[src/rtl/care_pkg.sv]
// Shared constants, FSM state type and small helpers for the care-action front end.
// The action indices match the bit order of the stats block's inputs bus.
package care_pkg;

  localparam int NUM_ACTIONS = 6;
  localparam int ACTION_W    = 8;

  localparam logic [2:0] ACT_HUNGER    = 3'd0;
  localparam logic [2:0] ACT_HAPPINESS = 3'd1;
  localparam logic [2:0] ACT_HEALTH    = 3'd2;
  localparam logic [2:0] ACT_HYGIENE   = 3'd3;
  localparam logic [2:0] ACT_ENERGY    = 3'd4;
  localparam logic [2:0] ACT_SOCIAL    = 3'd5;

  typedef enum logic [1:0] {
    IDLE     = 2'd0,
    FIRE     = 2'd1,
    COOLDOWN = 2'd2
  } care_state_t;

  function automatic logic [ACTION_W-1:0] action_onehot(input logic [2:0] idx);
    logic [ACTION_W-1:0] v;
    case (idx)
      ACT_HUNGER:    v = 8'h01;
      ACT_HAPPINESS: v = 8'h02;
      ACT_HEALTH:    v = 8'h04;
      ACT_HYGIENE:   v = 8'h08;
      ACT_ENERGY:    v = 8'h10;
      ACT_SOCIAL:    v = 8'h20;
      default:       v = 8'h00;
    endcase
    return v;
  endfunction

  // Simultaneous next and prev cancel each other out.
  function automatic logic [2:0] cursor_step(input logic [2:0] cur,
                                             input logic       step_next,
                                             input logic       step_prev);
    logic [2:0] v;
    case ({step_next, step_prev})
      2'b10:   v = (cur >= ACT_SOCIAL) ? ACT_HUNGER : cur + 3'd1;
      2'b01:   v = (cur == ACT_HUNGER) ? ACT_SOCIAL : cur - 3'd1;
      default: v = cur;
    endcase
    return v;
  endfunction

endpackage

[src/rtl/care_action_ctrl_button_debounce.sv]
// One push-button channel: 2-FF synchroniser, counting debouncer and registered
// rising-edge detector producing a single-cycle press pulse.
module button_debounce #(
  parameter int DEBOUNCE_CYCLES = 270_000
) (
  input  logic clk,
  input  logic reset,
  input  logic raw,
  output logic level,
  output logic press
);

  localparam int CW = (DEBOUNCE_CYCLES > 1) ? $clog2(DEBOUNCE_CYCLES) : 1;
  localparam logic [CW-1:0] CNT_LAST = CW'(DEBOUNCE_CYCLES - 1);

  logic          sync1_r;
  logic          sync2_r;
  logic          armed_r;
  logic          level_r;
  logic          edge_r;
  logic          press_r;
  logic [CW-1:0] cnt_r;

  // Two-flop synchroniser for the asynchronous raw button.
  always_ff @(posedge clk or negedge reset) begin
    if (!reset) begin
      sync1_r <= 1'b0;
      sync2_r <= 1'b0;
    end else begin
      sync1_r <= raw;
      sync2_r <= sync1_r;
    end
  end

  // A button held through reset must first be seen released for a full
  // interval (armed_r) before the debounced level may rise again.
  always_ff @(posedge clk or negedge reset) begin
    if (!reset) begin
      armed_r <= 1'b0;
      level_r <= 1'b0;
      cnt_r   <= '0;
    end else if (!armed_r) begin
      if (sync2_r) begin
        cnt_r <= '0;
      end else if (cnt_r == CNT_LAST) begin
        cnt_r   <= '0;
        armed_r <= 1'b1;
      end else begin
        cnt_r <= cnt_r + CW'(1);
      end
    end else if (sync2_r == level_r) begin
      cnt_r <= '0;
    end else if (cnt_r == CNT_LAST) begin
      level_r <= sync2_r;
      cnt_r   <= '0;
    end else begin
      cnt_r <= cnt_r + CW'(1);
    end
  end

  // Registered rising-edge detector on the debounced level.
  always_ff @(posedge clk or negedge reset) begin
    if (!reset) begin
      edge_r  <= 1'b0;
      press_r <= 1'b0;
    end else begin
      edge_r  <= level_r;
      press_r <= level_r & ~edge_r;
    end
  end

  assign level = level_r;
  assign press = press_r;

endmodule

[src/rtl/care_action_ctrl.sv]
// Button-to-action front end: debounced menu cursor plus rate-limited one-hot action pulses.
// Optional build macro CARE_AUTOREPEAT_EN: a held select re-fires at every cooldown expiry.
module care_action_ctrl
  import care_pkg::*;
#(
  parameter int DEBOUNCE_CYCLES = 270_000,
  parameter int COOLDOWN_CYCLES = 13_500_000
) (
  input  logic                clk,
  input  logic                reset,
  input  logic                btn_next,
  input  logic                btn_prev,
  input  logic                btn_select,
  output logic [ACTION_W-1:0] action,
  output logic [2:0]          cursor,
  output logic                busy
);

  localparam int CDW = (COOLDOWN_CYCLES > 0) ? $clog2(COOLDOWN_CYCLES + 1) : 1;
  localparam logic [CDW-1:0] CD_LAST = CDW'(COOLDOWN_CYCLES - 1);

  localparam logic [1:0] S_IDLE     = 2'(IDLE);
  localparam logic [1:0] S_FIRE     = 2'(FIRE);
  localparam logic [1:0] S_COOLDOWN = 2'(COOLDOWN);

  logic next_level;
  logic prev_level;
  logic sel_level;
  logic next_press;
  logic prev_press;
  logic sel_press;
  logic unused_levels;

  logic [1:0]          state_r;
  logic [1:0]          state_nx;
  logic [2:0]          idx_r;
  logic [2:0]          idx_nx;
  logic [CDW-1:0]      cd_r;
  logic [CDW-1:0]      cd_nx;
  logic [2:0]          cursor_r;
  logic [2:0]          cursor_nx;
  logic [ACTION_W-1:0] action_r;
  logic                busy_r;

  button_debounce #(.DEBOUNCE_CYCLES(DEBOUNCE_CYCLES)) u_next (
    .clk   (clk),
    .reset (reset),
    .raw   (btn_next),
    .level (next_level),
    .press (next_press)
  );

  button_debounce #(.DEBOUNCE_CYCLES(DEBOUNCE_CYCLES)) u_prev (
    .clk   (clk),
    .reset (reset),
    .raw   (btn_prev),
    .level (prev_level),
    .press (prev_press)
  );

  button_debounce #(.DEBOUNCE_CYCLES(DEBOUNCE_CYCLES)) u_sel (
    .clk   (clk),
    .reset (reset),
    .raw   (btn_select),
    .level (sel_level),
    .press (sel_press)
  );

  assign unused_levels = &{1'b0, next_level, prev_level, sel_level};

  // Cursor movement is accepted in every FSM state.
  always_comb begin
    cursor_nx = cursor_step(cursor_r, next_press, prev_press);
  end

  // Action FSM; the fired index is the cursor before any same-cycle move.
  always_comb begin
    state_nx = state_r;
    idx_nx   = idx_r;
    cd_nx    = cd_r;
    case (state_r)
      S_IDLE: begin
        if (sel_press) begin
          state_nx = S_FIRE;
          idx_nx   = cursor_r;
        end else begin
          state_nx = S_IDLE;
        end
      end
      S_FIRE: begin
        state_nx = S_COOLDOWN;
        cd_nx    = '0;
      end
      S_COOLDOWN: begin
        if (cd_r == CD_LAST) begin
          cd_nx = '0;
`ifdef CARE_AUTOREPEAT_EN
          if (sel_level) begin
            state_nx = S_FIRE;
            idx_nx   = cursor_r;
          end else begin
            state_nx = S_IDLE;
          end
`else
          state_nx = S_IDLE;
`endif
        end else begin
          cd_nx = cd_r + CDW'(1);
        end
      end
      default: begin
        state_nx = S_IDLE;
        cd_nx    = '0;
      end
    endcase
  end

  // State, counters and the registered outputs derived from the next state.
  always_ff @(posedge clk or negedge reset) begin
    if (!reset) begin
      state_r  <= S_IDLE;
      idx_r    <= ACT_HUNGER;
      cd_r     <= '0;
      cursor_r <= ACT_HUNGER;
      action_r <= '0;
      busy_r   <= 1'b0;
    end else begin
      state_r  <= state_nx;
      idx_r    <= idx_nx;
      cd_r     <= cd_nx;
      cursor_r <= cursor_nx;
      action_r <= (state_nx == S_FIRE) ? action_onehot(idx_nx) : '0;
      busy_r   <= (state_nx != S_IDLE);
    end
  end

  assign action = action_r;
  assign cursor = cursor_r;
  assign busy   = busy_r;

endmodule

[config.mk]
export PLATFORM = sky130hd
export DESIGN_NAME = care_action_ctrl
export DESIGN_NICKNAME = d
export VERILOG_FILES = /design/src/rtl/care_pkg.sv /design/src/rtl/care_action_ctrl_button_debounce.sv /design/src/rtl/care_action_ctrl.sv
export SDC_FILE = /design/constraint.sdc
export NUM_CORES = 1
export LEC_CHECK = 0
export ABC_AREA = 1
export CAP_MARGIN = 15
export CORE_MARGIN = 1
export CORE_UTILIZATION = 46
export CTS_CLUSTER_DIAMETER = 40
export DETAILED_ROUTE_END_ITERATION = 12
export GPL_TIMING_DRIVEN = 0
export PLACE_DENSITY = 0.67
export RECOVER_POWER = 50
export SLEW_MARGIN = 20
export SYNTH_ARGS = -nofsm -noshare
export SYNTH_HDL_FRONTEND = slang
export SYNTH_SLANG_ARGS = --single-unit
[constraint.sdc]
create_clock -name clk -period 1.6 [get_ports clk]
set_input_delay 0.32 -clock clk [delete_from_list [all_inputs] [get_ports clk]]
set_output_delay 0.32 -clock clk [all_outputs]
set_load 0.03 [all_outputs]
==> flow_results.xml <==
<?xml version="1.0" encoding="UTF-8"?>
<metrics>
  <group name="run_status">
    <metric name="outcome" unit="">complete, no violations</metric>
  </group>
  <group name="layout">
    <metric name="antennaDiodeCount" unit="">0</metric>
    <metric name="final_layout_net_count" unit="">840</metric>
    <metric name="final_core_utilization" unit="">0.5712</metric>
    <metric name="final_cell_mix" unit="">sky130_fd_sc_hd__nand2_1, sky130_fd_sc_hd__nor2_1, sky130_fd_sc_hd__dfrtp_1</metric>
    <metric name="final_common_cell" unit="">sky130_fd_sc_hd__nand2_1</metric>
    <metric name="design_area" unit="mm^2">0.007296</metric>
    <metric name="area.sequential" unit="mm^2">0.002833</metric>
    <metric name="fillers" unit="">1173</metric>
    <metric name="areaGrowthSynthToFinish" unit="%">19.54</metric>
    <metric name="fraction_of_final_layout_cells_sized_beyond_drive_strength_1" unit="">0.1527</metric>
    <metric name="multi_input_comb_area" unit="mm^2">0.002932</metric>
  </group>
  <group name="die">
    <metric name="io_pins" unit="">17</metric>
    <metric name="initial_core_util" unit="">0.4778</metric>
    <metric name="design.die.area" unit="mm^2">0.01373</metric>
    <metric name="core_region_area" unit="mm^2">0.01277</metric>
    <metric name="floorplan.die.height" unit="um">117.2</metric>
    <metric name="row_count" unit="">41</metric>
    <metric name="floorplan.die.width" unit="um">117.2</metric>
  </group>
  <group name="place">
    <metric name="place_worst_setup_slack" unit="ns">-0.04979</metric>
    <metric name="place.detailed.hpwl" unit="um">8635</metric>
    <metric name="detailed_place.area" unit="mm^2">0.006491</metric>
    <metric name="placement.io_buffers" unit="">14</metric>
    <metric name="routabilityCongestion" unit="">0.8929</metric>
  </group>
  <group name="synth">
    <metric name="synth_sequential_area_ratio" unit="">0.4633</metric>
    <metric name="synth_edf_count" unit="">0</metric>
    <metric name="async_flop_share" unit="">1.000</metric>
    <metric name="synth-seq-cells" unit="">113</metric>
    <metric name="netlist-cell-type-count" unit="">43</metric>
    <metric name="flip_flop_cell_with_the_highest_count_after_synthesis" unit="">sky130_fd_sc_hd__dfrtp_1</metric>
    <metric name="synth.yosys.warnings" unit="">0</metric>
    <metric name="syn_area_per_cell" unit="um^2">7.875</metric>
    <metric name="synth_area" unit="mm^2">0.006103</metric>
    <metric name="postSynthCellCount" unit="">775</metric>
  </group>
  <group name="setup_path">
    <metric name="cp.buffers_inverters" unit="">1</metric>
    <metric name="rr_endpoint" unit="">cd_r[6]$_DFFE_PN0P_</metric>
    <metric name="worst_flop_to_flop_path_startpoint" unit="">cd_r[1]$_DFFE_PN0P_</metric>
    <metric name="worstPathArrival" unit="ns">1.23</metric>
    <metric name="worst_setup_path_startpoint" unit="">cursor[2]$_DFFE_PN0P_</metric>
    <metric name="crit_path_end_kind" unit="">output port</metric>
    <metric name="required_time_of_the_worst_setup_path" unit="ns">1.28</metric>
    <metric name="category_of_cells_accounting_for_the_largest_share_of_critical_path_delay" unit="">flip-flops</metric>
    <metric name="crit_slowest_cell" unit="">sky130_fd_sc_hd__dfrtp_1</metric>
    <metric name="start_kind" unit="">flop</metric>
    <metric name="crit_chain" unit="">clkdlybuf4s15_2</metric>
    <metric name="worst-r2r-setup-slack" unit="ns">0.06</metric>
    <metric name="worstSetupPathDepth" unit="">1</metric>
    <metric name="critical_path_class" unit="">reg2out</metric>
    <metric name="critical_path_maximum_fanout" unit="">7</metric>
    <metric name="worst_setup_path_endpoint" unit="">cursor[2]</metric>
    <metric name="max_stage_delay" unit="ns">0.48</metric>
    <metric name="worst-r2r-cell-count" unit="">8</metric>
  </group>
  <group name="hold_path">
    <metric name="worstHoldPathType" unit="">reg2reg</metric>
  </group>
  <group name="pwr">
    <metric name="worst_ir_drop_vdd" unit="mV">0.8025</metric>
    <metric name="finalPower" unit="W">0.007128</metric>
    <metric name="total_leakage_power" unit="nW">3.323</metric>
    <metric name="power_per_cell_area" unit="mW/mm^2">977.0</metric>
  </group>
  <group name="drt">
    <metric name="drt_pre_antenna_iters" unit="">5</metric>
    <metric name="viasPerCell" unit="">4.803</metric>
    <metric name="postRouteAntennaNets" unit="">0</metric>
    <metric name="routed_wirelength" unit="um">12230</metric>
    <metric name="route.vias.total" unit="">4851</metric>
    <metric name="drc" unit="">0</metric>
    <metric name="wl_per_cell" unit="um">12.11</metric>
    <metric name="first_iter_violations" unit="">228</metric>
  </group>
  <group name="grt">
    <metric name="grt_start_max_net_pins" unit="">69</metric>
    <metric name="grt_pass1_wl" unit="um">20730</metric>
    <metric name="grt_overflow_total" unit="">0</metric>
    <metric name="grt_pass1_vias" unit="">4608</metric>
    <metric name="antenna_found_initial" unit="">0</metric>
    <metric name="grt_resource_usage_total" unit="">0.1970</metric>
  </group>
  <group name="sta">
    <metric name="fin_skew" unit="ns">0.007046</metric>
    <metric name="fmax" unit="MHz">644.6</metric>
    <metric name="final_max_slew_viol_count" unit="">0</metric>
    <metric name="worst-slew-pin-transition" unit="ns">0.6600</metric>
    <metric name="grt_setup_unrepaired" unit="">yes</metric>
    <metric name="maxSlewHeadroom" unit="">0.5600</metric>
    <metric name="period_share" unit="">0.9696</metric>
    <metric name="hold_viol_final" unit="">0</metric>
    <metric name="postLayoutSetupSlackWorst" unit="ns">0.04858</metric>
    <metric name="setup_viol" unit="">0</metric>
    <metric name="period_minus_slack" unit="ns">1.551</metric>
  </group>
  <group name="clock_network">
    <metric name="sink_count" unit="">113</metric>
    <metric name="clk_latency" unit="ns">0.41</metric>
    <metric name="cts.reportedPaths.clkPinSlew" unit="ns">0.05</metric>
    <metric name="maximum_root_to_sink_buffer_count" unit="">2</metric>
    <metric name="cts-root-buf" unit="">sky130_fd_sc_hd__clkbuf_16</metric>
    <metric name="tritoncts" unit="">built</metric>
    <metric name="clock_tree.htree_level_count" unit="">4</metric>
    <metric name="cts_made_buffers" unit="">17</metric>
  </group>
  <group name="job">
    <metric name="max-cap-violations" unit="">0</metric>
  </group>
</metrics>
-- registers in the layout, summed over array words and instances, names as in the netlist, 2 cells and up --
name	flops
action	6
cd_r	24
cursor	3
idx_r	2
state_r	2
u_next.cnt_r	19
u_prev.cnt_r	19
u_sel.cnt_r	19
-- cell type report --
class                      instances  share of cell area
multi-input combinational        563              0.4018
buffer                             8            0.008746
clock inverter                     8             0.02058
sequential                       113              0.3883
clock buffer                      23             0.06688
inverter                          92             0.04733
timing repair buffer              31             0.03687
tap                              172             0.02950
-- timing repair --
item | 4_1_cts | 5_1_grt
gates cloned | 0 | 1
pin swaps | 0 | 14
endpoints found under the setup margin | 27 | 57
hold endpoints to repair | 45 | 0
buffers inserted | 0 | 15
hold buffers | 1 | 0
gates resized for setup | 18 | 24
-- cells in the mapped netlist (2+ instances only) --
cell type / instances / area share
sky130_fd_sc_hd__buf_6: 2 / 0.0037
sky130_fd_sc_hd__xor2_1: 28 / 0.040
sky130_fd_sc_hd__a31oi_1: 2 / 0.0020
sky130_fd_sc_hd__o21ai_0: 15 / 0.012
sky130_fd_sc_hd__o21bai_1: 3 / 0.0037
sky130_fd_sc_hd__nor2_1: 142 / 0.087
sky130_fd_sc_hd__buf_4: 3 / 0.0037
sky130_fd_sc_hd__o22ai_1: 2 / 0.0020
sky130_fd_sc_hd__nand3_1: 44 / 0.036
sky130_fd_sc_hd__nor2_2: 8 / 0.0082
sky130_fd_sc_hd__inv_1: 89 / 0.055
sky130_fd_sc_hd__nor3_1: 22 / 0.018
sky130_fd_sc_hd__nand4_1: 15 / 0.015
sky130_fd_sc_hd__nand2_2: 9 / 0.0092
sky130_fd_sc_hd__buf_2: 2 / 0.0016
sky130_fd_sc_hd__nand2_1: 197 / 0.12
sky130_fd_sc_hd__dfrtp_1: 113 / 0.46
sky130_fd_sc_hd__inv_2: 3 / 0.0018
sky130_fd_sc_hd__nand3_2: 5 / 0.0082
sky130_fd_sc_hd__nor2_4: 20 / 0.037
sky130_fd_sc_hd__a21oi_1: 9 / 0.0074
sky130_fd_sc_hd__xnor2_1: 11 / 0.016
sky130_fd_sc_hd__ha_1: 9 / 0.018
sky130_fd_sc_hd__and2_1: 3 / 0.0031
-- kinds of logic (layout without fill, tap and decap cells) --
group	after synthesis	in the layout	synth area share
simple gates	474	474	0.3573
flops	113	113	0.4633
buf+inv	100	162	0.06642
compound gates	39	39	0.03793
xor+xnor	39	39	0.05597
fa+ha+maj	9	9	0.01845
other cells	1	2	0.0006144
-- metal layers --
metal,up-vias,part of all wire,track usage
met3,13,0.043,0.06025
met1,2244,0.47,0.2488
li1,2518,-,-
met5,-,0,0
met4,0,0.013,0.06245
met2,76,0.48,0.3235
-- metrics by stage --
step	std cells	TNS [ns]	hold slack (ns)
floorplan	776	0	0.02441
global placement	962	-476.01	0.3394
detailed placement	963	-0.2985	0.2902
CTS	995	0	0.3305
global route	1010	-0.1184	0.3586
finish	1010	0	0.3488
-- where the power goes --
part / leakage [nW] / internal (W) / switching [W]
clock: 0.310 / 0.00276 / 0.00127
combinational: 1.46 / 0.0000635 / 0.000121
sequential: 1.55 / 0.00289 / 0.0000174
-- worst min path at each step --
stage,from,end,depth (start not counted)
3_3_place_gp,u_next.sync1_r$_DFF_PN0_,u_next.sync2_r$_DFF_PN0_,0
3_5_place_dp,reset,cd_r[13]$_DFFE_PN0P_,1
5_1_grt,u_prev.sync1_r$_DFF_PN0_,u_prev.sync2_r$_DFF_PN0_,0
6_report,u_next.sync1_r$_DFF_PN0_,u_next.sync2_r$_DFF_PN0_,0
2_1_floorplan,reset,action[0]$_DFF_PN0_,0
4_1_cts,btn_select,u_sel.sync1_r$_DFF_PN0_,1
No activity file was read; power rests on OpenSTA's default activity.
